<file path="src/rtl/pe_sched_pkg.sv">
// Shared state encoding, PE latency constants and counter sizing for the PE chain sequencer.
package pe_sched_pkg;

  typedef enum logic [2:0] {
    IDLE   = 3'd0,
    LOAD_W = 3'd1,
    STREAM = 3'd2,
    DRAIN  = 3'd3,
    FIN    = 3'd4
  } sched_state_e;

  localparam int PE_FWD_LAT = 2;
  localparam int PE_OUT_LAT = 2;

  // Wide enough for NUM_PE strobes per pixel plus one spare bit for over-counting.
  function automatic int done_cnt_w(input int pix_cnt_w, input int num_pe);
    return pix_cnt_w + $clog2(num_pe) + 1;
  endfunction

endpackage

</file>
<file path="src/rtl/pe_en_delay_line.sv">
// Delays the PE0 enable along the chain so PE k is enabled when the forwarded pixel arrives.
module pe_en_delay_line
  import pe_sched_pkg::*;
#(
  parameter int NUM_PE = 4
) (
  input  logic              clk,
  input  logic              rstn,
  input  logic              clr,
  input  logic              en_in,
  output logic [NUM_PE-1:0] taps,
  output logic              empty
);
  localparam int DEPTH = PE_FWD_LAT * (NUM_PE - 1);

  assign taps[0] = en_in;

  generate
    if (DEPTH == 0) begin : g_single
      assign empty = ~en_in;
    end else begin : g_shift
      logic [DEPTH-1:0] sr_q, sr_d;

      always_comb begin
        sr_d = DEPTH'({sr_q, en_in});
        if (clr) sr_d = '0;
      end

      always_ff @(posedge clk or negedge rstn) begin
        if (!rstn) sr_q <= '0;
        else       sr_q <= sr_d;
      end

      for (genvar gi = 1; gi < NUM_PE; gi++) begin : g_tap
        assign taps[gi] = sr_q[gi*PE_FWD_LAT-1];
      end

      assign empty = ~en_in & ~(|sr_q);
    end
  endgenerate

endmodule

</file>
<file path="src/rtl/pe_chain_sched.sv">
// Sequencer for a 1-D multiply PE chain: loads per-PE weights, streams pixels into PE0, aligns
// per-PE enables to the forwarding delay and checks completions. Option: PE_CHAIN_SCHED_PERF_EN.
module pe_chain_sched
  import pe_sched_pkg::*;
#(
  parameter int NUM_PE       = 4,
  parameter int DATA_WIDTH   = 8,
  parameter int WEIGHT_WIDTH = 8,
  parameter int PIX_CNT_W    = 16
) (
  input  logic                           clk,
  input  logic                           rstn,
  input  logic                           start,
  input  logic                           abort,
  input  logic [PIX_CNT_W-1:0]           cfg_num_pix,
  output logic                           busy,
  output logic                           done,
  output logic                           done_mismatch,
  input  logic                           w_valid,
  output logic                           w_ready,
  input  logic [WEIGHT_WIDTH-1:0]        w_data,
  input  logic                           px_valid,
  output logic                           px_ready,
  input  logic [DATA_WIDTH-1:0]          px_data,
  output logic [DATA_WIDTH-1:0]          pe_input,
  output logic [NUM_PE*WEIGHT_WIDTH-1:0] pe_weight,
  output logic [NUM_PE-1:0]              pe_en,
`ifdef PE_CHAIN_SCHED_PERF_EN
  output logic [31:0]                    perf_cycles,
  output logic [31:0]                    perf_stalls,
`endif
  input  logic [NUM_PE-1:0]              pe_done_i
);
  localparam int CW  = done_cnt_w(PIX_CNT_W, NUM_PE);
  localparam int WCW = (NUM_PE > 1) ? $clog2(NUM_PE) : 1;
  localparam int DCW = $clog2(PE_OUT_LAT + 1);

  sched_state_e            state_q, state_d;
  logic [WCW-1:0]          wcnt_q, wcnt_d;
  logic [PIX_CNT_W-1:0]    pix_cnt_q, pix_cnt_d, num_pix_q, num_pix_d;
  logic [CW-1:0]           done_cnt_q, done_cnt_d, done_inc, exp_cnt;
  logic [DCW-1:0]          drain_cnt_q, drain_cnt_d;
  logic                    en0_q, en0_d;
  logic [DATA_WIDTH-1:0]   pe_input_q, pe_input_d;
  logic [WEIGHT_WIDTH-1:0] bank_q [NUM_PE];
  logic [WEIGHT_WIDTH-1:0] bank_d [NUM_PE];
  logic                    w_fire, px_fire, dl_empty;

  // Ready is withheld during abort so nothing is consumed by a job that is being thrown away.
  assign busy          = (state_q != IDLE);
  assign done          = (state_q == FIN);
  assign w_ready       = (state_q == LOAD_W) && !abort;
  assign px_ready      = (state_q == STREAM) && !abort;
  assign w_fire        = w_valid && w_ready;
  assign px_fire       = px_valid && px_ready;
  assign exp_cnt       = CW'(num_pix_q) * CW'(NUM_PE);
  assign done_mismatch = done && (done_cnt_q != exp_cnt);
  assign pe_input      = pe_input_q;

  always_comb begin
    done_inc = '0;
    for (int k = 0; k < NUM_PE; k++) done_inc = done_inc + CW'(pe_done_i[k]);
  end

  always_comb begin
    state_d     = state_q;
    wcnt_d      = wcnt_q;
    pix_cnt_d   = pix_cnt_q;
    num_pix_d   = num_pix_q;
    done_cnt_d  = done_cnt_q + done_inc;
    drain_cnt_d = drain_cnt_q;
    en0_d       = 1'b0;
    pe_input_d  = pe_input_q;
    case (state_q)
      IDLE: begin
        if (start && !abort) begin
          num_pix_d   = cfg_num_pix;
          done_cnt_d  = '0;
          wcnt_d      = '0;
          pix_cnt_d   = '0;
          drain_cnt_d = '0;
          state_d     = (cfg_num_pix == '0) ? FIN : LOAD_W;
        end
      end
      LOAD_W: begin
        if (w_fire) begin
          wcnt_d = wcnt_q + WCW'(1);
          if (wcnt_q == WCW'(NUM_PE - 1)) state_d = STREAM;
        end
      end
      STREAM: begin
        if (px_fire) begin
          en0_d      = 1'b1;
          pe_input_d = px_data;
          pix_cnt_d  = pix_cnt_q + PIX_CNT_W'(1);
          if (pix_cnt_q == num_pix_q - PIX_CNT_W'(1)) state_d = DRAIN;
        end
      end
      DRAIN: begin
        // Count cycles only once every enable has left the chain, then allow PE output latency.
        if (!dl_empty) drain_cnt_d = '0;
        else if (drain_cnt_q == DCW'(PE_OUT_LAT - 1)) state_d = FIN;
        else drain_cnt_d = drain_cnt_q + DCW'(1);
      end
      FIN:     state_d = IDLE;
      default: state_d = IDLE;
    endcase
    if (abort) begin
      state_d = IDLE;
      en0_d   = 1'b0;
    end
  end

  always_comb begin
    bank_d = bank_q;
    if (w_fire) bank_d[wcnt_q] = w_data;
  end

  always_ff @(posedge clk or negedge rstn) begin
    if (!rstn) begin
      state_q     <= IDLE;
      wcnt_q      <= '0;
      pix_cnt_q   <= '0;
      num_pix_q   <= '0;
      done_cnt_q  <= '0;
      drain_cnt_q <= '0;
      en0_q       <= 1'b0;
      pe_input_q  <= '0;
      for (int k = 0; k < NUM_PE; k++) bank_q[k] <= '0;
    end else begin
      state_q     <= state_d;
      wcnt_q      <= wcnt_d;
      pix_cnt_q   <= pix_cnt_d;
      num_pix_q   <= num_pix_d;
      done_cnt_q  <= done_cnt_d;
      drain_cnt_q <= drain_cnt_d;
      en0_q       <= en0_d;
      pe_input_q  <= pe_input_d;
      bank_q      <= bank_d;
    end
  end

  for (genvar gi = 0; gi < NUM_PE; gi++) begin : g_weight
    assign pe_weight[gi*WEIGHT_WIDTH +: WEIGHT_WIDTH] = bank_q[gi];
  end

  pe_en_delay_line #(.NUM_PE(NUM_PE)) u_delay (
    .clk   (clk),
    .rstn  (rstn),
    .clr   (abort),
    .en_in (en0_q),
    .taps  (pe_en),
    .empty (dl_empty)
  );

`ifdef PE_CHAIN_SCHED_PERF_EN
  logic [31:0] perf_cycles_q, perf_cycles_d, perf_stalls_q, perf_stalls_d;

  always_comb begin
    perf_cycles_d = perf_cycles_q;
    perf_stalls_d = perf_stalls_q;
    if (state_q == IDLE) begin
      if (start && !abort) begin
        perf_cycles_d = '0;
        perf_stalls_d = '0;
      end
    end else begin
      if (perf_cycles_q != '1) perf_cycles_d = perf_cycles_q + 32'd1;
      if (state_q == STREAM && !px_valid && perf_stalls_q != '1)
        perf_stalls_d = perf_stalls_q + 32'd1;
    end
  end

  always_ff @(posedge clk or negedge rstn) begin
    if (!rstn) begin
      perf_cycles_q <= '0;
      perf_stalls_q <= '0;
    end else begin
      perf_cycles_q <= perf_cycles_d;
      perf_stalls_q <= perf_stalls_d;
    end
  end

  assign perf_cycles = perf_cycles_q;
  assign perf_stalls = perf_stalls_q;
`endif

endmodule

</file>
<file path="config.mk">
export PLATFORM = sky130hd
export DESIGN_NAME = pe_chain_sched
export DESIGN_NICKNAME = d
export VERILOG_FILES = /design/src/rtl/pe_sched_pkg.sv /design/src/rtl/pe_en_delay_line.sv /design/src/rtl/pe_chain_sched.sv
export SDC_FILE = /design/constraint.sdc
export NUM_CORES = 1
export LEC_CHECK = 0
export ABC_AREA = 1
export ABC_CLOCK_PERIOD_IN_PS = 4500
export CORE_ASPECT_RATIO = 2
export CORE_UTILIZATION = 25
export DETAILED_ROUTE_END_ITERATION = 10
export PLACE_DENSITY = 0.45
export SETUP_SLACK_MARGIN = 0.02
export SLEW_MARGIN = 10
export SYNTH_ARGS = -nofsm -noshare
export SYNTH_HDL_FRONTEND = slang
export SYNTH_SLANG_ARGS = --single-unit
export TNS_END_PERCENT = 1
</file>
<file path="constraint.sdc">
create_clock -name clk -period 4.5 [get_ports clk]
set_input_delay 1.125 -clock clk [delete_from_list [all_inputs] [get_ports clk]]
set_output_delay 1.125 -clock clk [all_outputs]
set_load 0.02 [all_outputs]
</file>
* After elaboration in Yosys (flattened, before gate mapping) *
Index checks and enable logic that the tools add are counted.

word-level totals
  bits in registers = 105
  latch bits = 0
  RAM bits = 0
  memory bits (read-only) = 0
  bits of input ports = 42
  output and inout bits = 49
  logic and storage cells = 95
  memories kept = 0

operators by class
  add/subtract/negate cells = 8
  multipliers = 0
  divide/modulo/power cells = 0
  order comparisons = 2
  equal/unequal tests = 19
  shift-type cells = 0
  multiplexer cells = 28
  bitwise operators = 4
  reductions and logical operators = 21

operators by type and width
  kind                                                   number
  two-way mux 19 bit                                     2
  bitwise mux 32 bit                                     1
  two-way mux 16 bit                                     2
  case mux 16 bit (2 select lines)                       1
  two-way mux 3 bit                                      9
  adder 19 x 4 -> 19 bit                                 1
  inequality test 19 x 18 -> 1 bit                       1
  inequality test 3 bit, second input constant           6
  adder 16 x 1 -> 16 bit, second input constant          1
  demux 8 bit (select 2 bit)                             1
  equality test 16 bit                                   1
  zero test 16 bit                                       1
  subtractor 16 x 1 -> 16 bit, second input constant     1
  case mux 3 bit (4 select lines)                        1
  AND reduction 3 bit                                    3
  two-way mux 2 bit                                      4
  two-way mux 8 bit                                      1
  case mux 2 bit (2 select lines)                        2
  logical AND 1 bit                                      7
  AND reduction 7 bit                                    1
  equality test 3 x 2 -> 1 bit, second input constant    2
  two-way mux 6 bit                                      1
  inequality test 2 bit, second input constant           3
  inequality test 3 x 2 -> 1 bit, second input constant  2
  20 further kinds                                       27

* Longest topological paths before layout *
  depth in word-level cells = 6
  mapped depth = 15
  depth with buffers taken out = 15

* Modules after synthesis *
From an unflattened synthesis, not the netlist that was laid out.

unflattened totals
  cell total of the unflattened synthesis = 698
  area, all modules = 5477.8 um^2

by module, submodules not included
  module            instances  cells each  area each (um^2)  sequential area each (um^2)
  pe_chain_sched    1          670         5230.0            2477.4
  pe_en_delay_line  1          28          247.7             150.1

* Worst setup path after synthesis *
OpenSTA, ideal clock, no wires.

  kind = input to register
  start = input port pe_done_i[0]
  end = register done_cnt_q[18]
  library setup time = 0.123 ns
  arrival = 3.335 ns
  required time = 4.377 ns
  slack = 1.042 ns
  cell stages on the path = 14
  buffers on the path = 0
  cells stage by stage = fa_1 inv_1 fa_1 inv_1 fa_1 nand3_1 nor2_1 nand2_1 nor2_1 nand3_1 nor2_2 nand4_1 o21ai_0 a21oi_1

between the ends
  cells in the longest elaborated chain, start to end = 6

ends and longest elaborated chain
  item                        line                   RTL
  start, declared             pe_chain_sched.sv:32   input logic [NUM_PE-1:0] pe_done_i
  adder 1 x 1 -> 2 bit (*)    pe_chain_sched.sv:62   for (int k = 0; k < NUM_PE; k++) done_inc = done_inc + CW'(pe_done_i[k]);
  adder 2 x 1 -> 3 bit (*)    pe_chain_sched.sv:62
  adder 3 x 1 -> 4 bit (*)    pe_chain_sched.sv:62
  adder 19 x 4 -> 19 bit (*)  pe_chain_sched.sv:70   done_cnt_d = done_cnt_q + done_inc;
  two-way mux 19 bit          pe_chain_sched.sv:76   if (start && !abort) begin
  two-way mux 19 bit (*)      pe_chain_sched.sv:74   case (state_q)
  net done_cnt_d[18]          pe_chain_sched.sv:41   logic [CW-1:0] done_cnt_q, done_cnt_d, done_inc, exp_cnt;
  end signal, assigned        pe_chain_sched.sv:135  done_cnt_q <= done_cnt_d;
  end, declared               pe_chain_sched.sv:41

The timed path passes the listed nets; every way through them passes the cells marked *.
A chain may end at the register's enable or synchronous reset.

* Worst setup path after layout *
Same ends and word-level chain as after synthesis.

==> results.yml <==
floorplanning:
  core-area_sq_um: 21600
  die_area_sq_um: 22600
  die_y_microns: 212
  die_w_microns: 107
  initial_core_util: 0.255
  io_pins: 91
  fp-row-count: 76
cells_and_area:
  drive_gt1_frac: 0.0585
  area_delta_synth_final_pct: 27.2
  nFillCells: 2277
  antenna_cells: 0
  fin_nets: 836
  final_common_cell: "nand2_1"
  finalNonFillerCells: 1059
  layout_common_cells: "nand2_1, dfrtp_1, clkdlybuf4s50_1"
critical_path:
  path_max_fanout: 4
  startpoint_type: "primary input"
  end_kind: "flip-flop"
  reg2reg_slack_ns: 2.09
  crit_type: "in -> reg"
  reg2reg_from: "done_cnt_q[0]"
  critPathArrivalTime_ns: 4.02
  required_ns: 4.73
  startpoint: "pe_done_i[0]"
clock_tree:
  clk_latency_ns: 0.35
  cts.clk_slew.worst_paths_ns: 0.07
  cts.htree.levels: 3
  cts_tree: "built"
  clk_path_buf_depth: 2
  cts_sinks: 105
  cts_inserted_buffers: 9
  cts_setup_buffers: 0
  cts_hold_buf: 0
  ctsResizeCount: 0
  ctsRootBufferMaster: "clkbuf_16"
drt:
  ant_nets: 0
  wirelength_mm: 16.7
  avgViaCountPerCell: 4.41
  drt_first_pass_iters: 4
  post-route-drc-count: 0
  wire_per_inst_microns: 15.7
  num_vias: 4674
  drt_iter0_drc: 155
yosys:
  yosysTopAreaCell: "dfrtp_1"
  synth.area.top_cells: "dfrtp_1, nand2_1, inv_1, o21ai_0, nor2_1"
  ys_types: 44
  syn-num-nets: 746
  synthCells: 693
  avgSynthCellArea_sq_um: 7.94
  synthFlopType: "dfrtp_1"
  synth_warnings: 0
  synth_top_area_share: 0.477
  synth-seq-cells: 105
  synth-seq-area-share: 0.477
  synth_edf_count: 0
  async_flop_share: 1.00
  synth_area_sq_um: 5500
sta:
  rsz0062_at_grt: "false"
  worstMarginPinSlew_ns: 0.984
  finalHoldViolCount: 0
  setup_violations: 0
  finalMaxSlewViolations: 0
  fmax_mhz: 264
  fin_skew_ns: 0.0144
  slew_headroom: 0.344
  fin_crit_sh: 0.843
  setup_tns_ns: 0
  period_needed_ns: 3.79
worst_hold_path:
  hold_path_class: "reg -> reg"
  hp-start: "drain_cnt_q[1]"
place:
  globalplace.congestion: 0.773
  io_buffers: 90
  placed_cells: 1045
  dpl.hpwl_mm: 13.1
power_and_ir_drop:
  p_per_area_nw_per_um2: 573
  leakagePower_nw: 3.32
  ir_drop_v: 0.000268
run:
  drv_cap: 0
global_routing:
  grt_max_degree: 74
  antenna_found_initial: 0
  grt_pass1_vias: 4836
  grt_util_all_layers: 0.156
  grt_pass1_wl_mm: 26.5
  grt_overflow: 0
status:
  status: "complete, no violations"
## Yosys cell counts (2+ instances only)
library cell,n
a21oi_1,24
a31oi_1,2
buf_2,5
buf_4,4
clkbuf_1,8
dfrtp_1,105
fa_1,3
ha_1,8
inv_1,83
inv_2,3
nand2_1,201
nand2_2,2
nand2_4,3
nand3_1,28
nand3b_1,3
nand4_1,8
nor2_1,62
nor2_2,4
nor2_4,4
nor3_1,15
nor4_1,9
o21a_1,2
o21ai_0,58
o21ai_1,2
o41ai_1,2
or2_2,3
xnor2_1,10
xor2_1,16
## through the flow
step                      power, W  cell area [sq um]  hold WS [ns]  setup slack, ns  utilization
after global placement     0.00322               6700         0.462            0.303        0.311
after global routing       0.00432               7000         0.500            0.409        0.324
after CTS                  0.00409               7000         0.484            0.686        0.324
after floorplan            0.00248               5500         0.445             1.04            -
final                      0.00401               7000         0.480            0.708        0.324
after detailed placement   0.00322               6700         0.468            0.297        0.311
## flip-flops by register name, summed over array words and instances, names as in the netlist, 2 cells and up
| name | cells |
|---|---|
| pe_weight | 32 |
| num_pix_q | 16 |
| drain_cnt_q | 2 |
| wcnt_q | 2 |
| pix_cnt_q | 16 |
| pe_input | 8 |
| done_cnt_q | 19 |
| u_delay.g_shift.sr_q | 6 |
| state_q | 3 |
## layout make-up
type,instances,area (sq um),area share
inverters,87,327,0.0466
multi-input cells,484,2460,0.352
well taps,273,342,0.0488
clock inverters,4,70.1,0.0100
flip-flops and latches,105,2630,0.375
clock buffers,10,229,0.0327
repair buffers,96,943,0.135
## critical path, stage by stage
cell             delay (ns)
clkdlybuf4s50_1        0.43
fa_1                   0.55
inv_1                  0.05
fa_1                   0.36
inv_1                  0.10
fa_1                   0.20
nand3_1                0.12
nor2_1                 0.14
nand2_1                0.08
nor2_1                 0.16
nand3_1                0.19
nor2_2                 0.19
nand4_1                0.11
o21ai_0                0.16
a21oi_1                0.06
## report_power, final
part	internal, W	switching, W	total (W)
sequential	0.00122	0.000295	0.00151
combinational	0.000702	0.000970	0.00167
clock	0.000481	0.000349	0.000830
## cells by family after synthesis
kind of cell               Yosys count  share of synthesized area
adders and majority gates           11                     0.0291
and+or+nand+nor                    349                      0.280
buffers and inverters              104                     0.0748
AOI/OAI and AO/OA                   98                     0.0975
DFF                                105                      0.477
xor gates and xnor gates            26                     0.0414
## per-layer routing
layer	GRT usage	wire (microns)	up-vias
met5	0	0	-
met4	0.0496	253	0
met3	0.0360	651	13
met2	0.315	9690	87
met1	0.149	6070	2196
li1	-	-	2378
## path summary, 6_finish.rpt
path,to,cells after the start
min in group asynchronous,pe_weight[4],1
worst min-delay path,drain_cnt_q[1],2
worst min register to register,drain_cnt_q[1],2
worst max-delay path,done_cnt_q[18],15
max in group asynchronous,pix_cnt_q[0],2
worst max register to register,done_cnt_q[18],13
No activity file was read; power rests on OpenSTA's default activity.
